File: config.mk
export PLATFORM = sky130hd
export DESIGN_NAME = axis_xform_pipe
export DESIGN_NICKNAME = d
export VERILOG_FILES = /design/src/rtl/axis_xform_pipe.sv
export SDC_FILE = /design/constraint.sdc
export NUM_CORES = 1
export LEC_CHECK = 0
export CAP_MARGIN = 25
export CORE_MARGIN = 3
export CORE_UTILIZATION = 59
export DETAILED_ROUTE_END_ITERATION = 16
export HOLD_SLACK_MARGIN = 0.03
export PLACE_DENSITY = 0.88
export SETUP_SLACK_MARGIN = 0.02
export SYNTH_ARGS = -nofsm -noshare
export SYNTH_HDL_FRONTEND = slang
export SYNTH_SLANG_ARGS = --single-unit
File: constraint.sdc
create_clock -name clk -period 10.15 [get_ports clk]
set_clock_uncertainty 0.1 [all_clocks]
set_input_delay 2.03 -clock clk [delete_from_list [all_inputs] [get_ports clk]]
set_output_delay 2.03 -clock clk [all_outputs]
set_load 0.05 [all_outputs]
File: src/rtl/axis_xform_pipe.sv
// AXI4-Stream transform pipeline: per-packet mode selected at the first beat, transform in stage 0,
// elastic bubble-collapsing delay stages behind it, plus occupancy and beat/packet counters.
module axis_xform_pipe #(
  parameter int DATA_WIDTH  = 32,
  parameter int STAGES      = 2,
  parameter int COUNT_WIDTH = 32
) (
  input  logic                            clk,
  input  logic                            aresetn,
  input  logic [1:0]                      mode,
  input  logic [DATA_WIDTH-1:0]           s_axis_tdata,
  input  logic                            s_axis_tlast,
  input  logic                            s_axis_tvalid,
  output logic                            s_axis_tready,
  output logic [DATA_WIDTH-1:0]           m_axis_tdata,
  output logic                            m_axis_tlast,
  output logic                            m_axis_tvalid,
  input  logic                            m_axis_tready,
  output logic [$clog2(STAGES+1)-1:0]     occupancy,
  output logic [COUNT_WIDTH-1:0]          in_beats,
  output logic [COUNT_WIDTH-1:0]          out_beats,
  output logic [COUNT_WIDTH-1:0]          out_packets
);

  localparam int HALF  = DATA_WIDTH / 2;
  localparam int OCC_W = $clog2(STAGES + 1);

  // Low half is zero-extended first so the square fits DATA_WIDTH exactly.
  function automatic logic [DATA_WIDTH-1:0] xform(input logic [1:0] m,
                                                  input logic [DATA_WIDTH-1:0] d);
    logic [DATA_WIDTH-1:0] lo;
    lo = {{(DATA_WIDTH-HALF){1'b0}}, d[HALF-1:0]};
    case (m)
      2'd0:    xform = d;
      2'd1:    xform = ~d;
      2'd2:    xform = lo * lo;
      2'd3:    xform = ~d + {{(DATA_WIDTH-1){1'b0}}, 1'b1};
      default: xform = d;
    endcase
  endfunction

  logic [STAGES-1:0]     valid_q;
  logic [STAGES-1:0]     last_q;
  logic [DATA_WIDTH-1:0] data_q [STAGES];
  logic                  in_packet_q;
  logic [1:0]            pkt_mode_q;
  logic [OCC_W-1:0]      occ_q;
  logic [COUNT_WIDTH-1:0] in_beats_q;
  logic [COUNT_WIDTH-1:0] out_beats_q;
  logic [COUNT_WIDTH-1:0] out_packets_q;

  logic [STAGES-1:0]     adv_s;
  logic                  accept_s;
  logic                  deliver_s;
  logic [1:0]            eff_mode_s;
  logic [DATA_WIDTH-1:0] xform_s;

  // Stage i may advance if any stage at or after it is empty, or the sink is ready.
  always_comb begin : ready_chain
    logic run_s;
    run_s = m_axis_tready;
    adv_s = '0;
    for (int i = STAGES - 1; i >= 0; i--) begin
      run_s    = run_s | ~valid_q[i];
      adv_s[i] = run_s;
    end
  end

  assign s_axis_tready = aresetn & adv_s[0];
  assign accept_s      = s_axis_tvalid & s_axis_tready;
  assign deliver_s     = valid_q[STAGES-1] & m_axis_tready;
  assign eff_mode_s    = in_packet_q ? pkt_mode_q : mode;
  assign xform_s       = xform(eff_mode_s, s_axis_tdata);

  // Pipeline stages, mode latch, occupancy and counters.
  always_ff @(posedge clk) begin
    if (!aresetn) begin
      valid_q       <= '0;
      last_q        <= '0;
      for (int i = 0; i < STAGES; i++) begin
        data_q[i] <= '0;
      end
      in_packet_q   <= 1'b0;
      pkt_mode_q    <= 2'd0;
      occ_q         <= '0;
      in_beats_q    <= '0;
      out_beats_q   <= '0;
      out_packets_q <= '0;
    end else begin
      for (int i = STAGES - 1; i > 0; i--) begin
        if (adv_s[i]) begin
          valid_q[i] <= valid_q[i-1];
          last_q[i]  <= last_q[i-1];
          data_q[i]  <= data_q[i-1];
        end
      end
      if (adv_s[0]) begin
        valid_q[0] <= accept_s;
        last_q[0]  <= s_axis_tlast;
        data_q[0]  <= xform_s;
      end
      if (accept_s) begin
        in_packet_q <= ~s_axis_tlast;
        in_beats_q  <= in_beats_q + COUNT_WIDTH'(1);
        if (!in_packet_q) begin
          pkt_mode_q <= mode;
        end
      end
      if (deliver_s) begin
        out_beats_q <= out_beats_q + COUNT_WIDTH'(1);
        if (last_q[STAGES-1]) begin
          out_packets_q <= out_packets_q + COUNT_WIDTH'(1);
        end
      end
      case ({accept_s, deliver_s})
        2'b10:   occ_q <= occ_q + OCC_W'(1);
        2'b01:   occ_q <= occ_q - OCC_W'(1);
        default: occ_q <= occ_q;
      endcase
    end
  end

  assign m_axis_tdata  = data_q[STAGES-1];
  assign m_axis_tlast  = last_q[STAGES-1];
  assign m_axis_tvalid = valid_q[STAGES-1];
  assign occupancy     = occ_q;
  assign in_beats      = in_beats_q;
  assign out_beats     = out_beats_q;
  assign out_packets   = out_packets_q;

endmodule

### Word-level counts from Yosys, hierarchy flattened

Memory sizes are Yosys's and may differ from the RTL's.
Cells that the tools add are included.

| cells by class | value |
|---|---|
| $add $sub $neg | 6 |
| multipliers | 1 |
| div/mod/pow operators | 0 |
| magnitude comparators | 0 |
| equal/unequal tests | 5 |
| shift operators | 0 |
| mux-type cells | 12 |
| bitwise operators | 11 |
| reduce and logical (&&, ||, !) cells | 3 |

Operators with widths:

| operator | count |
|---|---|
| adder 32 x 1 -> 32 bit (second input constant) | 4 |
| case mux 32 bit (4 select lines) | 1 |
| two-way mux 32 bit | 2 |
| multiplier 16 x 16 -> 32 bit | 1 |
| NOT 32 bit | 1 |
| two-way mux 1 bit | 7 |
| equality test 2 bit (second input constant) | 3 |
| equality test 2 x 1 -> 1 bit (second input constant) | 2 |
| OR 1 bit | 4 |
| case mux 2 bit (2 select lines) | 1 |
| AND 1 bit | 3 |
| NOT 1 bit | 3 |
| adder 2 x 1 -> 2 bit (second input constant) | 1 |
| logical NOT 2 bit | 1 |
| two-way mux 2 bit | 1 |
| AND reduction 2 bit | 1 |
| nonzero test 2 bit | 1 |
| subtractor 2 x 1 -> 2 bit (second input constant) | 1 |

| word-level totals | value |
|---|---|
| bits in registers | 105 |
| bits in latches | 0 |
| bits in writable memories | 64 |
| bits in read-only memories | 0 |
| input bits | 39 |
| memories | 1 |

Memory list:

| memory | depth | width | read ports | clocked after memory_dff | write ports | line | RTL |
|---|---|---|---|---|---|---|---|
| data_q | 2 | 32 | 2 | 0 | 2 | 44 | `logic [DATA_WIDTH-1:0] data_q [STAGES];` |

### Depth between registers and ports, before layout

| depth | value |
|---|---|
| depth in word-level cells | 7 |
| mapped depth | 25 |

### Worst setup path before layout

OpenSTA, ideal clock, no wires.

| timing path | value |
|---|---|
| kind | in2reg |
| from | in s_axis_tdata[1] |
| to | mem data_q[0][30], data pin |
| library setup time | 0.270 ns |
| arrival | 7.811 ns |
| setup slack | 1.968 ns |
| cell stages on the path | 21 |
| cell sequence | clkbuf_1 -> buf_1 -> nand2_1 -> fa_1 -> inv_1 -> fa_1 -> fa_1 -> fa_1 -> fa_1 -> inv_1 -> fa_1 -> inv_1 -> ha_1 -> buf_2 -> nand2_1 -> nor3_1 -> nand3_1 -> o31a_1 -> o41ai_1 -> xnor2_1 -> a21oi_1 |

RTL lines:

| item | line | RTL |
|---|---|---|
| start: declaration | 11 | `input logic [DATA_WIDTH-1:0] s_axis_tdata,` |
| end: declaration | 44 |  |

==> results.md <==
- Starting Density: 0.607
- Worst EP required: approximately 10 ns
- Post-route setup slack: 1.25 ns
- Cell-internal power: 2.73 mW
- Placed Area: 17700 sq um
- Wire per inst: around 19 microns
- Slew headroom: 0.402
- First drt pass iteration count: 6
- CTS tree: yes
- Synth Instances: approximately 1800
- CP arrival: between 8 and 9 ns
- Min-delay src: last_q[0]
- Hold Crit Depth: 2
- Layout cell share with drive strength beyond 1: 0.0443
- CTS clk-pin slew, worst paths: about 0.07 ns
- First-pass GRT wire length: 66100 microns
- Num ports: 172
- Syn nets: a little over 2000
- Pwr Total: between 5 and 6 mW
- Status: finished clean
- Switching share of total power: 0.505
- VDD IR max: between 0.0003 and 0.0004 V
- Max Freq: between 0.1 and 0.15 GHz
- CP peak stage delay: between 1 and 1.5 ns
- Part of the power in the clock network: 0.119
- Hold Path Class: register to register
- Final Util: 0.698
- R2R cell count: 9
- # port buffers: ~170
- PostCTS Resize Cnt: 0
- Vias in the first global route: about 13000
- Final wirelength: ~41000 microns
- Final worst-path cycle share: 0.876
- Setup Viol. Count Final: 0
- Flop-to-flop setup slack: about 6.9 ns
- Power share of the sequential group: 0.147
- Sequential area share after synthesis: 0.251
- Filler instances: ~1900
- Ys async rst share: 0
- Initial antenna violation count: 2
- Number of enable flip-flop cells after synthesis: 64
- CP Launch Type: input port
- Vias post-DR: between 10000 and 15000
- Final instance area: about 18000 sq um
- Actual slew at the worst max-slew pin: 0.894 ns
- Crit end category: register
- Post-detail-place hpwl: about 32000 microns
- Routability cong.: between 0.9 and 1
- Most frequent cells in the layout: 269 x inv_1, 170 x clkdlybuf4s50_1, 164 x fa_1
- CTS root buf: clkbuf_16
- Combinational Power Share: 0.734
- Clk sinks: around 170
- Clk_lat worst skew: roughly 0.44 ns
- Synthesis-to-layout area growth: 14.9%
- Synthesis-stage register bit count: 169
- Dpl ws: a little under 0.9 ns
- Critical path, cell by cell: clkdlybuf4s50_1 -> inv_1 -> nor2_1 -> inv_1 -> fa_1 -> fa_1 -> inv_1 -> ha_1 -> fa_1 -> fa_1 -> inv_1 -> fa_1 -> inv_1 -> ha_1 -> nand4_1 -> a21oi_1 -> a2111oi_0 -> buf_4 -> o31a_1 -> o41ai_1 -> xnor2_1 -> a21oi_1
- Switching power: roughly 2.8 mW
- Hold Fails Final Rpt: 0
- Die span in y: 171 microns
- Synth warn: 0
- Multi-input gate area: about 10000 sq um
- Post-Syn Area: roughly 16000 sq um
- Pleak: 8.32 nW
- Most common cell after layout, fill and taps aside: inv_1
- PwrDens: around 300 nW/um^2
- Largest net degree at the start of global routing: approximately 140
- Post-CTS setup buffer count: 0
- GRT Util Overall: 0.284
- Max Slew Vio Count: 0
- Nets: roughly 2200
- Hold Path Sink: last_q[0]
- Worst reg2reg endpoint: in_beats[21]
- Grt total ovfl: 0
- CP max-delay cell: clkdlybuf4s50_1
- # DRC: 0
- Crit Path Category: input port to register
- Starting DRT DRC Count: about 1300
- Drt via density: between 5 and 6
- H-tree depth: 4
- Fin crit period: approximately 8.9 ns
- Clock buffer depth: 2
- Setup_tns: 0 ns
- CTS buffer count: 17
- CP max FO: 18
- RR Startpoint: valid_q[1]
- DRT antenna net count: 0
- Main synth FF type: dfxtp_1
- Hold buffer count at CTS: 0
- Syn Area/Cell: approximately 9.1 sq um
- Max cap viols: 0
- Core footprint: ~26000 sq um
- Die Wd: about 170 microns
- Die Area: slightly below 30000 sq um
- FF+latch area: a little over 4000 sq um
- Unrepaired setup endpoints after global routing: false
- Yosys cell types: 76
- Core Rows: roughly 60
## critical path, delay by kind of cell
family / cells / cell delay (ns)
adders and majority gates: 7 / 3.18
AOI/OAI and AO/OA: 5 / 1.43
xor gates and xnor gates: 1 / 0.17
buffers and inverters: 7 / 1.74
and+or+nand+nor: 2 / 0.43
## sequential cells by signal, summed over array words and instances (netlist names)
name / count
valid_q: 2
in_beats: 32
in_packet_q: 1
occupancy: 2
last_q: 2
out_beats: 32
out_packets: 32
data_q: 64
pkt_mode_q: 2
## how the worst max path moves through the flow
stage | slack (ns) | cells after the start | endpoint | startpoint
floorplan | 1.97 | 21 | data_q[0][30] | s_axis_tdata[1]
global placement | 1.13 | 22 | data_q[0][30] | s_axis_tdata[7]
detailed placement | 0.88 | 21 | data_q[0][30] | s_axis_tdata[7]
CTS | 1.32 | 21 | data_q[0][30] | s_axis_tdata[7]
global route | 0.93 | 21 | data_q[0][30] | s_axis_tdata[3]
finish | 1.25 | 22 | data_q[0][30] | s_axis_tdata[7]
## stage by stage
step                hold WS, ns  instances
floorplan                 0.352       1763
global placement          0.374       2176
detailed placement        0.387       2176
CTS                       0.402       2208
global route              0.413       2211
finish                    0.392       2211
## synth_stat cells (5+ instances only)
cell / count / area share
xnor2_1: 81 / 0.044
o21ai_0: 51 / 0.016
dfxtp_1: 105 / 0.13
mux2_2: 5 / 0.0035
nor2_1: 64 / 0.015
xor2_1: 36 / 0.020
and4_1: 15 / 0.0082
a2111oi_0: 5 / 0.0027
nand3_1: 47 / 0.015
buf_4: 33 / 0.015
mux2i_1: 7 / 0.0044
o22ai_1: 10 / 0.0039
fa_1: 164 / 0.21
or3_1: 21 / 0.0082
ha_1: 107 / 0.084
o211ai_1: 6 / 0.0028
a21o_1: 17 / 0.0080
o41ai_1: 6 / 0.0033
nand2_1: 152 / 0.036
nand2b_1: 7 / 0.0027
clkbuf_1: 71 / 0.017
a211oi_1: 7 / 0.0033
nor3_1: 34 / 0.011
a21oi_1: 53 / 0.017
inv_1: 269 / 0.063
and3_1: 48 / 0.019
nor2b_1: 16 / 0.0063
o21a_1: 8 / 0.0038
nand4_1: 31 / 0.012
a21boi_0: 22 / 0.010
and2_1: 121 / 0.047
edfxtp_1: 64 / 0.12
## per-layer routing
| metal | part of all wire | vias up | track usage |
|---|---|---|---|
| li1 | - | 5970 | - |
| met1 | 0.39 | 6359 | 0.358 |
| met2 | 0.49 | 588 | 0.493 |
| met3 | 0.081 | 111 | 0.0527 |
| met4 | 0.032 | 2 | 0.0938 |
| met5 | 0.00032 | - | 0 |
## cell type report
cell class | count | area share
flip-flops and latches | 169 | 0.219
diodes | 1 | 0.000136
clock buffers | 18 | 0.0233
repair buffers | 194 | 0.104
well taps | 335 | 0.0228
multi-input cells | 1211 | 0.566
clock inverters | 14 | 0.00945
inverters | 269 | 0.0549
## power groups by stage
stage	clock, mW	sequential [mW]	combinational (mW)
floorplan	0	0.823	3.08
global route	0.695	0.817	4.51
detailed placement	0	0.826	3.97
finish	0.657	0.812	4.04
CTS	0.665	0.811	4.00
global placement	0	0.823	3.93
## logic make-up (layout without fill, tap and decap cells)
| group | Yosys count | after routing | share of synthesized area |
|---|---|---|---|
| AOI/OAI and AO/OA | 228 | 228 | 0.0937 |
| xor gates and xnor gates | 117 | 117 | 0.0640 |
| adders and majority gates | 271 | 271 | 0.289 |
| buffers and inverters | 383 | 495 | 0.0988 |
| DFF | 169 | 169 | 0.251 |
| muxes | 12 | 12 | 0.00789 |
| other | 0 | 1 | 0 |
| and+or+nand+nor | 583 | 583 | 0.195 |
No activity file was read; power rests on OpenSTA's default activity.
